===== src/rtl/axi_burst_master.sv =====
// AXI4 master that turns one core-side command into a single INCR read or write burst.
// Core streams pass straight through to the bus; each command ends in one done_valid pulse.
module axi_burst_master #(
   parameter logic [31:0] C_M_TARGET_SLAVE_BASE_ADDR = 32'h4000_0000,
   parameter int          C_M_AXI_MAX_BURST_LEN      = 16,
   parameter int          C_M_AXI_ID_WIDTH           = 1,
   parameter int          C_M_AXI_ADDR_WIDTH         = 32,
   parameter int          C_M_AXI_DATA_WIDTH         = 32
) (
   input  logic                              M_AXI_ACLK,
   input  logic                              M_AXI_ARESETN,
   input  logic                              cmd_valid,
   output logic                              cmd_ready,
   input  logic                              cmd_rw,
   input  logic [C_M_AXI_ADDR_WIDTH-1:0]     cmd_addr,
   input  logic [7:0]                        cmd_len,
   input  logic                              wr_valid,
   output logic                              wr_ready,
   input  logic [C_M_AXI_DATA_WIDTH-1:0]     wr_data,
   input  logic [C_M_AXI_DATA_WIDTH/8-1:0]   wr_strb,
   output logic                              rd_valid,
   input  logic                              rd_ready,
   output logic [C_M_AXI_DATA_WIDTH-1:0]     rd_data,
   output logic                              rd_last,
   output logic                              done_valid,
   output logic [1:0]                        done_resp,
   output logic [C_M_AXI_ID_WIDTH-1:0]       M_AXI_AWID,
   output logic [C_M_AXI_ADDR_WIDTH-1:0]     M_AXI_AWADDR,
   output logic [7:0]                        M_AXI_AWLEN,
   output logic [2:0]                        M_AXI_AWSIZE,
   output logic [1:0]                        M_AXI_AWBURST,
   output logic                              M_AXI_AWLOCK,
   output logic [3:0]                        M_AXI_AWCACHE,
   output logic [2:0]                        M_AXI_AWPROT,
   output logic [3:0]                        M_AXI_AWQOS,
   output logic                              M_AXI_AWVALID,
   input  logic                              M_AXI_AWREADY,
   output logic [C_M_AXI_DATA_WIDTH-1:0]     M_AXI_WDATA,
   output logic [C_M_AXI_DATA_WIDTH/8-1:0]   M_AXI_WSTRB,
   output logic                              M_AXI_WLAST,
   output logic                              M_AXI_WVALID,
   input  logic                              M_AXI_WREADY,
   input  logic [C_M_AXI_ID_WIDTH-1:0]       M_AXI_BID,
   input  logic [1:0]                        M_AXI_BRESP,
   input  logic                              M_AXI_BVALID,
   output logic                              M_AXI_BREADY,
   output logic [C_M_AXI_ID_WIDTH-1:0]       M_AXI_ARID,
   output logic [C_M_AXI_ADDR_WIDTH-1:0]     M_AXI_ARADDR,
   output logic [7:0]                        M_AXI_ARLEN,
   output logic [2:0]                        M_AXI_ARSIZE,
   output logic [1:0]                        M_AXI_ARBURST,
   output logic                              M_AXI_ARLOCK,
   output logic [3:0]                        M_AXI_ARCACHE,
   output logic [2:0]                        M_AXI_ARPROT,
   output logic [3:0]                        M_AXI_ARQOS,
   output logic                              M_AXI_ARVALID,
   input  logic                              M_AXI_ARREADY,
   input  logic [C_M_AXI_ID_WIDTH-1:0]       M_AXI_RID,
   input  logic [C_M_AXI_DATA_WIDTH-1:0]     M_AXI_RDATA,
   input  logic [1:0]                        M_AXI_RRESP,
   input  logic                              M_AXI_RLAST,
   input  logic                              M_AXI_RVALID,
   output logic                              M_AXI_RREADY,
   output logic [2:0]                        dbg_state
);

   localparam int AW_W  = C_M_AXI_ADDR_WIDTH;
   localparam int BYTES = C_M_AXI_DATA_WIDTH / 8;
   localparam int LSB   = $clog2(BYTES);
   localparam logic [AW_W-1:0] LSB_MASK = AW_W'(BYTES - 1);
   localparam logic [15:0]     BYTES16  = 16'(BYTES);

   typedef enum logic [2:0] {
      S_IDLE, S_WADDR, S_WDATA, S_WRESP, S_RADDR, S_RDATA, S_DONE
   } state_t;

   state_t            state_q, state_d;
   logic [AW_W-1:0]   addr_q, addr_d;
   logic [7:0]        len_q, len_d;
   logic [7:0]        cnt_q, cnt_d;
   logic [1:0]        resp_q, resp_d;

   logic [AW_W-1:0]   cmd_addr_abs, cmd_addr_aln;
   logic [15:0]       span;
   logic              reject;
   logic              last_beat;
   logic [1:0]        acc;
   logic              unused_ok;

   // Handshakes: a transfer happens on any edge where valid && ready; valid never waits on ready,
   // and address channels hold valid, address and length stable until ready.
   always_comb begin
      cmd_addr_abs = cmd_addr + AW_W'(C_M_TARGET_SLAVE_BASE_ADDR);
      cmd_addr_aln = cmd_addr_abs & ~LSB_MASK;
      span         = {4'd0, cmd_addr_aln[11:0]} + (16'(cmd_len) + 16'd1) * BYTES16;
      reject       = ({1'b0, cmd_len} >= 9'(C_M_AXI_MAX_BURST_LEN)) || (span > 16'd4096);
      last_beat    = (cnt_q == len_q);
   end

   always_comb begin
      state_d = state_q;
      addr_d  = addr_q;
      len_d   = len_q;
      cnt_d   = cnt_q;
      resp_d  = resp_q;
      acc     = resp_q;
      unique case (state_q)
         S_IDLE: begin
            if (cmd_valid) begin
               addr_d = cmd_addr_aln;
               len_d  = cmd_len;
               cnt_d  = 8'd0;
               if (reject) begin
                  resp_d  = 2'b10;
                  state_d = S_DONE;
               end else begin
                  resp_d  = 2'b00;
                  state_d = cmd_rw ? S_WADDR : S_RADDR;
               end
            end
         end
         S_WADDR: if (M_AXI_AWREADY) state_d = S_WDATA;
         S_WDATA: begin
            if (wr_valid && M_AXI_WREADY) begin
               if (last_beat) state_d = S_WRESP;
               else           cnt_d   = cnt_q + 8'd1;
            end
         end
         S_WRESP: begin
            if (M_AXI_BVALID) begin
               resp_d  = M_AXI_BRESP;
               state_d = S_DONE;
            end
         end
         S_RADDR: if (M_AXI_ARREADY) state_d = S_RDATA;
         S_RDATA: begin
            if (M_AXI_RVALID && rd_ready) begin
               // Worst response wins; a misplaced RLAST counts as at least SLVERR.
               acc = (M_AXI_RRESP > resp_q) ? M_AXI_RRESP : resp_q;
               if ((M_AXI_RLAST != last_beat) && (acc < 2'b10)) acc = 2'b10;
               resp_d = acc;
               if (last_beat) state_d = S_DONE;
               else           cnt_d   = cnt_q + 8'd1;
            end
         end
         S_DONE:  state_d = S_IDLE;
         default: state_d = S_IDLE;
      endcase
   end

   always_ff @(posedge M_AXI_ACLK) begin
      if (!M_AXI_ARESETN) begin
         state_q <= S_IDLE;
         addr_q  <= '0;
         len_q   <= 8'd0;
         cnt_q   <= 8'd0;
         resp_q  <= 2'b00;
      end else begin
         state_q <= state_d;
         addr_q  <= addr_d;
         len_q   <= len_d;
         cnt_q   <= cnt_d;
         resp_q  <= resp_d;
      end
   end

   assign cmd_ready     = (state_q == S_IDLE);
   assign done_valid    = (state_q == S_DONE);
   assign done_resp     = resp_q;
   assign dbg_state     = state_q;

   assign M_AXI_AWID    = '0;
   assign M_AXI_AWADDR  = addr_q;
   assign M_AXI_AWLEN   = len_q;
   assign M_AXI_AWSIZE  = 3'(LSB);
   assign M_AXI_AWBURST = 2'b01;
   assign M_AXI_AWLOCK  = 1'b0;
   assign M_AXI_AWCACHE = 4'b0010;
   assign M_AXI_AWPROT  = 3'b000;
   assign M_AXI_AWQOS   = 4'b0000;
   assign M_AXI_AWVALID = (state_q == S_WADDR);

   assign M_AXI_WDATA   = wr_data;
   assign M_AXI_WSTRB   = wr_strb;
   assign M_AXI_WLAST   = (state_q == S_WDATA) && last_beat;
   assign M_AXI_WVALID  = (state_q == S_WDATA) && wr_valid;
   assign wr_ready      = (state_q == S_WDATA) && M_AXI_WREADY;
   assign M_AXI_BREADY  = (state_q == S_WRESP);

   assign M_AXI_ARID    = '0;
   assign M_AXI_ARADDR  = addr_q;
   assign M_AXI_ARLEN   = len_q;
   assign M_AXI_ARSIZE  = 3'(LSB);
   assign M_AXI_ARBURST = 2'b01;
   assign M_AXI_ARLOCK  = 1'b0;
   assign M_AXI_ARCACHE = 4'b0010;
   assign M_AXI_ARPROT  = 3'b000;
   assign M_AXI_ARQOS   = 4'b0000;
   assign M_AXI_ARVALID = (state_q == S_RADDR);

   assign rd_valid      = (state_q == S_RDATA) && M_AXI_RVALID;
   assign M_AXI_RREADY  = (state_q == S_RDATA) && rd_ready;
   assign rd_data       = M_AXI_RDATA;
   assign rd_last       = (state_q == S_RDATA) && last_beat;

   assign unused_ok     = ^{M_AXI_BID, M_AXI_RID};

endmodule


===== config.mk =====
export PLATFORM = sky130hd
export DESIGN_NAME = axi_burst_master
export DESIGN_NICKNAME = d
export VERILOG_FILES = /design/src/rtl/axi_burst_master.sv
export SDC_FILE = /design/constraint.sdc
export NUM_CORES = 1
export LEC_CHECK = 0
export CAP_MARGIN = 40
export CORE_AREA = 2 2 127 129
export DETAILED_ROUTE_END_ITERATION = 6
export DIE_AREA = 0 0 129 131
export GPL_ROUTABILITY_DRIVEN = 0
export GPL_TIMING_DRIVEN = 0
export PLACE_DENSITY = 0.63
export SLEW_MARGIN = 20
export SYNTH_ARGS = -nofsm -noshare
export SYNTH_HDL_FRONTEND = slang
export SYNTH_SLANG_ARGS = --single-unit

===== constraint.sdc =====
create_clock -name M_AXI_ACLK -period 5.4 [get_ports M_AXI_ACLK]
set_input_delay 1.08 -clock M_AXI_ACLK [delete_from_list [all_inputs] [get_ports M_AXI_ACLK]]
set_output_delay 1.08 -clock M_AXI_ACLK [all_outputs]
set_load 0.02 [all_outputs]

==> out/metrics.yaml, run 1 <==
critical_path:
  timing.critical_path.slowest_stage_cell: "clkdlybuf4s50_1"
  cp-startpoint: "cmd_len[1]"
  required_ps: 5550
  path_max_fanout: 7
  max_stage_delay_ps: 530
  cp_cell_sequence: "clkdlybuf4s50_1 > ha_1 > nand3_1 > nor2_1 > xor2_1 > ha_1 > a21oi_2 > o211ai_1 > and3b_1 > a2111o_1 > o221ai_2 > and3_2 > o22ai_1"
  rr_startpoint: "dbg_state[0]"
  crit_type: "in -> reg"
  start_kind: "primary input"
  ff2ff_path_depth: 7
  cp-end-kind: "register"
  cp_common_cell: "ha_1"
  cp.arrival_ps: 4290
power:
  comb_power_share_pct: 60.4
  totalPowerFinal_mw: 2.22
  seqPwrFrac_pct: 23.8
  p_sw_mw: 0.933
  leakagePower_nw: 2.91
  p_clk_share_pct: 15.9
  p_per_area_nw_per_um2: 329
  p_int_mw: 1.29
  swShare_pct: 42.0
  ir_drop_mv: 0.167
sta:
  fin_worst_skew_ps: 5.59
  clock.fmax_ghz: 0.241
  report.final.setup_viol: 0
  fin_setup_tns_ps: 0
  tightestPinTransition_ps: 727
  finalHoldWorstSlack_ps: 471
  drv_slew: 0
  fin_crit_ps: 4140
  rsz0062_at_grt: "false"
  maxSlewHeadroom_pct: 51.1
  finalHoldViolCount: 0
  period_share_pct: 76.7
logic_synthesis:
  yosys-top-cells-area: "buf_4 (27%), dfxtp_1 (25%), nand2_1 (8.6%)"
  synth-warning-count: 0
  ys_seq_area_share_pct: 25.1
  synth_edf_count: 0
  synth_top_family_by_area: "buffers and inverters"
  ys_ff_latch: 51
  postSynthAreaPerCell_sq_um: 7.50
  synth_largest_area_cell: "buf_4"
  yosysMostFrequentCell: "buf_4"
  async_flop_share_pct: 0
  synth_cells: 543
  synth.area.mux_share_pct: 0
  synth_top_area_share_pct: 26.9
  synth_adder_area_share_pct: 5.72
  synthFlopType: "dfxtp_1"
  ys_top_cells_by_count: "buf_4 (146), nand2_1 (93), dfxtp_1 (51)"
  synth_xor_area_share_pct: 4.73
  yosys.area_share.simple_pct: 19.2
  yosysUniqueCellTypes: 59
  synth-compound-area-share_pct: 14.6
  synth_area_sq_um: 4070
clock_network:
  clk_pin_slew_ps: 70
  ctsHoldBuffers: 0
  cts_setup_buffers: 0
  ctsResizeCount: 0
  cts_num_sinks: 51
  h-tree-depth: 2
  insertion_delay_ps: 290
  cts_root_buf: "clkbuf_16"
  tritoncts: "built"
  numCtsBuffers: 5
  clockBufferDepth: 2
worst_hold_path:
  hold_depth: 2
  hold_path.startpoint: "M_AXI_ARADDR[25]"
  min_path_type: "reg -> reg"
global_route:
  grt_pass1_wl_um: 19500
  grt_overflow_total: 0
  antenna_found_initial: 0
  grt_usage_pct: 14.6
  grt_max_degree: 16
  grt_pass1_vias: 3941
detailed_routing:
  drt-initial-drc-count: 115
  finalWirelength_um: 13100
  via_count: 4119
  vias_per_cell: 4.05
  routedWlPerCell_um: 12.9
  firstDrtPassIters: 5
  ant_nets: 0
  drc_errors: 0
floorplan:
  core_area_sq_um: 15600
  dieArea_sq_um: 16900
  initial_core_util_pct: 26.1
  die_h_um: 131
  chipWidth_um: 129
  ioPinCount: 326
  rows: 46
place:
  dpl_cell_area_sq_um: 6610
  io_buffer_count: 212
  dp.final_hpwl_um: 11100
run_status:
  status: "finished, final reports clean"
flow_run:
  maxCapViolations: 0
final_layout:
  layout-drive-gt1-share_pct: 21.0
  final_nets: 944
  utilization_pct: 43.4
  final_cell_area_sq_um: 6770
  area.growth.synth_to_final_pct: 66.3
  num_antenna_cells: 0
## layout by cell type, fill, tap and decap left out, types with 4 or more instances in the layout
| cell | instances |
|---|---|
| nor3_1 | 6 |
| buf_4 | 146 |
| clkbuf_16 | 5 |
| nand3_1 | 13 |
| dfxtp_1 | 51 |
| clkbuf_1 | 15 |
| nor2_1 | 34 |
| ha_1 | 17 |
| nand2_1 | 93 |
| a21oi_1 | 49 |
| xnor2_1 | 10 |
| xor2_1 | 12 |
| a211oi_1 | 4 |
| o21ai_0 | 10 |
| clkdlybuf4s50_1 | 212 |
| inv_1 | 14 |
| conb_1 | 40 |
| and3_1 | 4 |
| and2_1 | 4 |
## critical path: cells and delay by family
kind | cells | cell delay (ps)
AND/OR/NAND/NOR | 4 | 750
AO/OA/AOI/OAI | 5 | 1160
adder cells (fa/ha/maj) | 2 | 550
buffers and inverters | 1 | 530
XOR/XNOR | 1 | 220
## logic make-up (layout without fill, tap and decap cells)
group / Yosys count / count (layout)
AOI/OAI and AO/OA: 95 / 95
and+or+nand+nor: 176 / 176
DFF: 51 / 51
buffers and inverters: 179 / 398
xor gates and xnor gates: 22 / 22
adders and majority gates: 18 / 18
other: 2 / 40
## sequential cells by signal (all words and copies together) (netlist names)
signal	flops
M_AXI_ARADDR	30
M_AXI_ARLEN	8
cnt_q	8
dbg_state	3
done_resp	2
## final cells by class
cell class	instances	area, sq um
fill	1589	8830
timing repair buffer	212	2120
clock inverter	2	37.5
tap	216	270
clock buffer	5	125
inverter	15	56.3
sequential	51	1020
buffer	164	1180
multi-input combinational	351	1950
## final timing paths
path	endpoint	slack, ps
max	dbg_state[2]	1260
min	M_AXI_ARADDR[25]	470
max reg2reg	M_AXI_ARADDR[6]	3010
min reg2reg	M_AXI_ARADDR[25]	470
## power groups by stage
stage          combinational [mW]  clock [mW]  sequential (mW)
2_1_floorplan               0.749           0            0.601
3_3_place_gp                 1.34           0            0.538
3_5_place_dp                 1.34           0            0.538
4_1_cts                      1.35       0.364            0.531
5_1_grt                      1.46       0.377            0.542
6_report                     1.34       0.353            0.529
## metal layers
| metal | part of all wire (%) | track usage, % | up-vias |
|---|---|---|---|
| met5 | 0 | 0 | - |
| met4 | 0.48 | 2.11 | 0 |
| met3 | 8.5 | 4.15 | 6 |
| met2 | 49 | 26.4 | 185 |
| met1 | 42 | 17.5 | 1800 |
| li1 | - | - | 2128 |
## per-stage QoR
stage                     std cells  setup slack (ps)
after floorplan                 581              1890
after global placement         1009               964
after detailed placement       1009               953
after CTS                      1016              1250
after global routing           1016              1000
final                          1016              1260
Power figures use the tool's default switching activity.
==> run 2: changes to the inputs <==
Settings changed: CORE_AREA 2 2 127 129 to 2 2 125 127, DIE_AREA 0 0 129 131 to 0 0 127 129, PLACE_DENSITY 0.63 to 0.67.
Clock period 5.4 ns to 3.75 ns, I/O delays scaled along.
==> run 2 against run 1 <==
Against the previous run:
- clock skew is 2.1 ps lower
- sequential power rose by 44%
- non-clock buffer count is the same
- critical path depth decreased by 2
- setup slack worse by 1100 ps
- wire length grew 0.72%
- final area up 0.59%
- hold slack got worse by 2.6 ps
- largest cell class unchanged
- largest power group unchanged
- highest routed layer unchanged
==> out/metrics.yaml, run 2 (same netlist as run 1, synthesis figures left out) <==
run_status:
  status: "finished, final reports clean"
detailed_routing:
  drc_errors: 0
  ant_nets: 0
  via_count: 4155
  firstDrtPassIters: 4
  finalWirelength_um: 13200
  drt-initial-drc-count: 154
  vias_per_cell: 4.20
  routedWlPerCell_um: 13.3
sta:
  tightestPinTransition_ps: 826
  finalHoldViolCount: 0
  drv_slew: 0
  clock.fmax_ghz: 0.275
  finalHoldWorstSlack_ps: 468
  fin_setup_tns_ps: 0
  report.final.setup_viol: 0
  maxSlewHeadroom_pct: 44.4
  fin_crit_ps: 3630
  period_share_pct: 96.9
  fin_worst_skew_ps: 3.51
critical_path:
  timing.critical_path.slowest_stage_cell: "clkdlybuf4s50_1"
  cp-end-kind: "register"
  path_buf_inv: 2
  crit_family: "compound AO/OA/AOI/OAI gates"
  cp-startpoint: "cmd_len[0]"
  r2r_end: "M_AXI_ARADDR[7]"
  cp_cell_sequence: "clkdlybuf4s50_1 > inv_1 > ha_1 > fa_1 > a32oi_2 > a211oi_1 > o31a_1 > o2111ai_2 > o221ai_4 > or3_1 > a21oi_1"
  required_ps: 3970
  max_stage_delay_ps: 530
  rr_startpoint: "dbg_state[0]"
  crit_type: "in -> reg"
  cp.arrival_ps: 3850
  start_kind: "primary input"
  cp.depth: 11
  path_max_fanout: 4
  rrSetupSlack_ps: 1340
  ff2ff_path_depth: 7
global_route:
  antenna_found_initial: 0
  grt_overflow_total: 0
  grt_pass1_wl_um: 19700
  grt_pass1_vias: 3944
  grt_usage_pct: 14.9
  grt_max_degree: 16
place:
  dp_cells: 981
  io_buffer_count: 212
  dp.final_hpwl_um: 11000
floorplan:
  die_h_um: 129
  chipWidth_um: 127
  core_area_sq_um: 15000
  dieArea_sq_um: 16400
  rows: 45
  initial_core_util_pct: 27.2
  ioPinCount: 326
worst_hold_path:
  min_path_type: "reg -> reg"
  hold_end: "M_AXI_ARADDR[25]"
  hold_depth: 2
  hold_path.startpoint: "M_AXI_ARADDR[25]"
flow_run:
  maxCapViolations: 0
clock_network:
  tritoncts: "built"
  h-tree-depth: 2
  insertion_delay_ps: 280
  clk_pin_slew_ps: 70
  clockBufferDepth: 2
  numCtsBuffers: 5
  cts_num_sinks: 51
  cts_root_buf: "clkbuf_16"
  cts_setup_buffers: 0
power:
  leakagePower_nw: 2.93
  p_per_area_nw_per_um2: 469
  ir_drop_mv: 0.241
  totalPowerFinal_mw: 3.19
final_layout:
  finalNonFillerCells: 989
  area.growth.synth_to_final_pct: 67.3
  mostFrequentLayoutCells: "clkdlybuf4s50_1 (210), buf_4 (146), nand2_1 (93)"
  final_nets: 944
  final_common_cell: "clkdlybuf4s50_1"
  largest_register_ffs: 30
  utilization_pct: 45.5
  num_antenna_cells: 0
  layout-drive-gt1-share_pct: 22.0
run 2: layout make-up:
type / count / area [sq um]
fill: 1513 / 8170
timing repair buffer: 212 / 2130
tap: 188 / 235
clock inverter: 1 / 7.51
inverter: 15 / 56.3
buffer: 164 / 1180
sequential: 51 / 1020
clock buffer: 7 / 153
multi-input combinational: 351 / 2030
run 2: worst max-delay path by stage:
| stage | endpoint | slack (ps) |
|---|---|---|
| floorplan | dbg_state[2] | 570 |
| global placement | dbg_state[2] | -350 |
| detailed placement | dbg_state[2] | -350 |
| CTS | done_resp[1] | 10 |
| global route | done_resp[1] | -30 |
| finish | done_resp[1] | 120 |
run 2: worst reg2reg max path, cell delays in order, from the launching register on:
cell      delay [ps]
dfxtp_1          320
clkbuf_1         200
nor3_1           660
and2_0           210
clkbuf_1         190
clkbuf_1         470
nand2_1          140
a21oi_1          150
run 2: report_power, final:
group | internal [mW] | switching (mW)
clock | 0.284 | 0.197
sequential | 0.651 | 0.111
combinational | 0.903 | 1.05
run 2: metrics by stage:
step           cell area (sq um)  setup WS, ps
5_1_grt                     6810         -28.6
6_report                    6810           117
3_3_place_gp                6570          -353
4_1_cts                     6750          11.9
2_1_floorplan               4210           575
3_5_place_dp                6570          -347
run 2: layer usage:
metal,wire [um],track usage (%),vias up,part of all wire [%]
met4,78,2.71,0,0.59
met5,0,0,-,0
met1,5360,18.1,1851,41
met3,1180,4.41,4,8.9
li1,-,-,2123,-
met2,6570,26.5,177,50
run 2: what timing repair did:
action	in CTS	in global routing
endpoints found under the hold margin	0	0
setup endpoints to repair	1	4
gates cloned	0	0
gates resized for setup	4	8
hold buffers	0	0
pin swaps	0	3
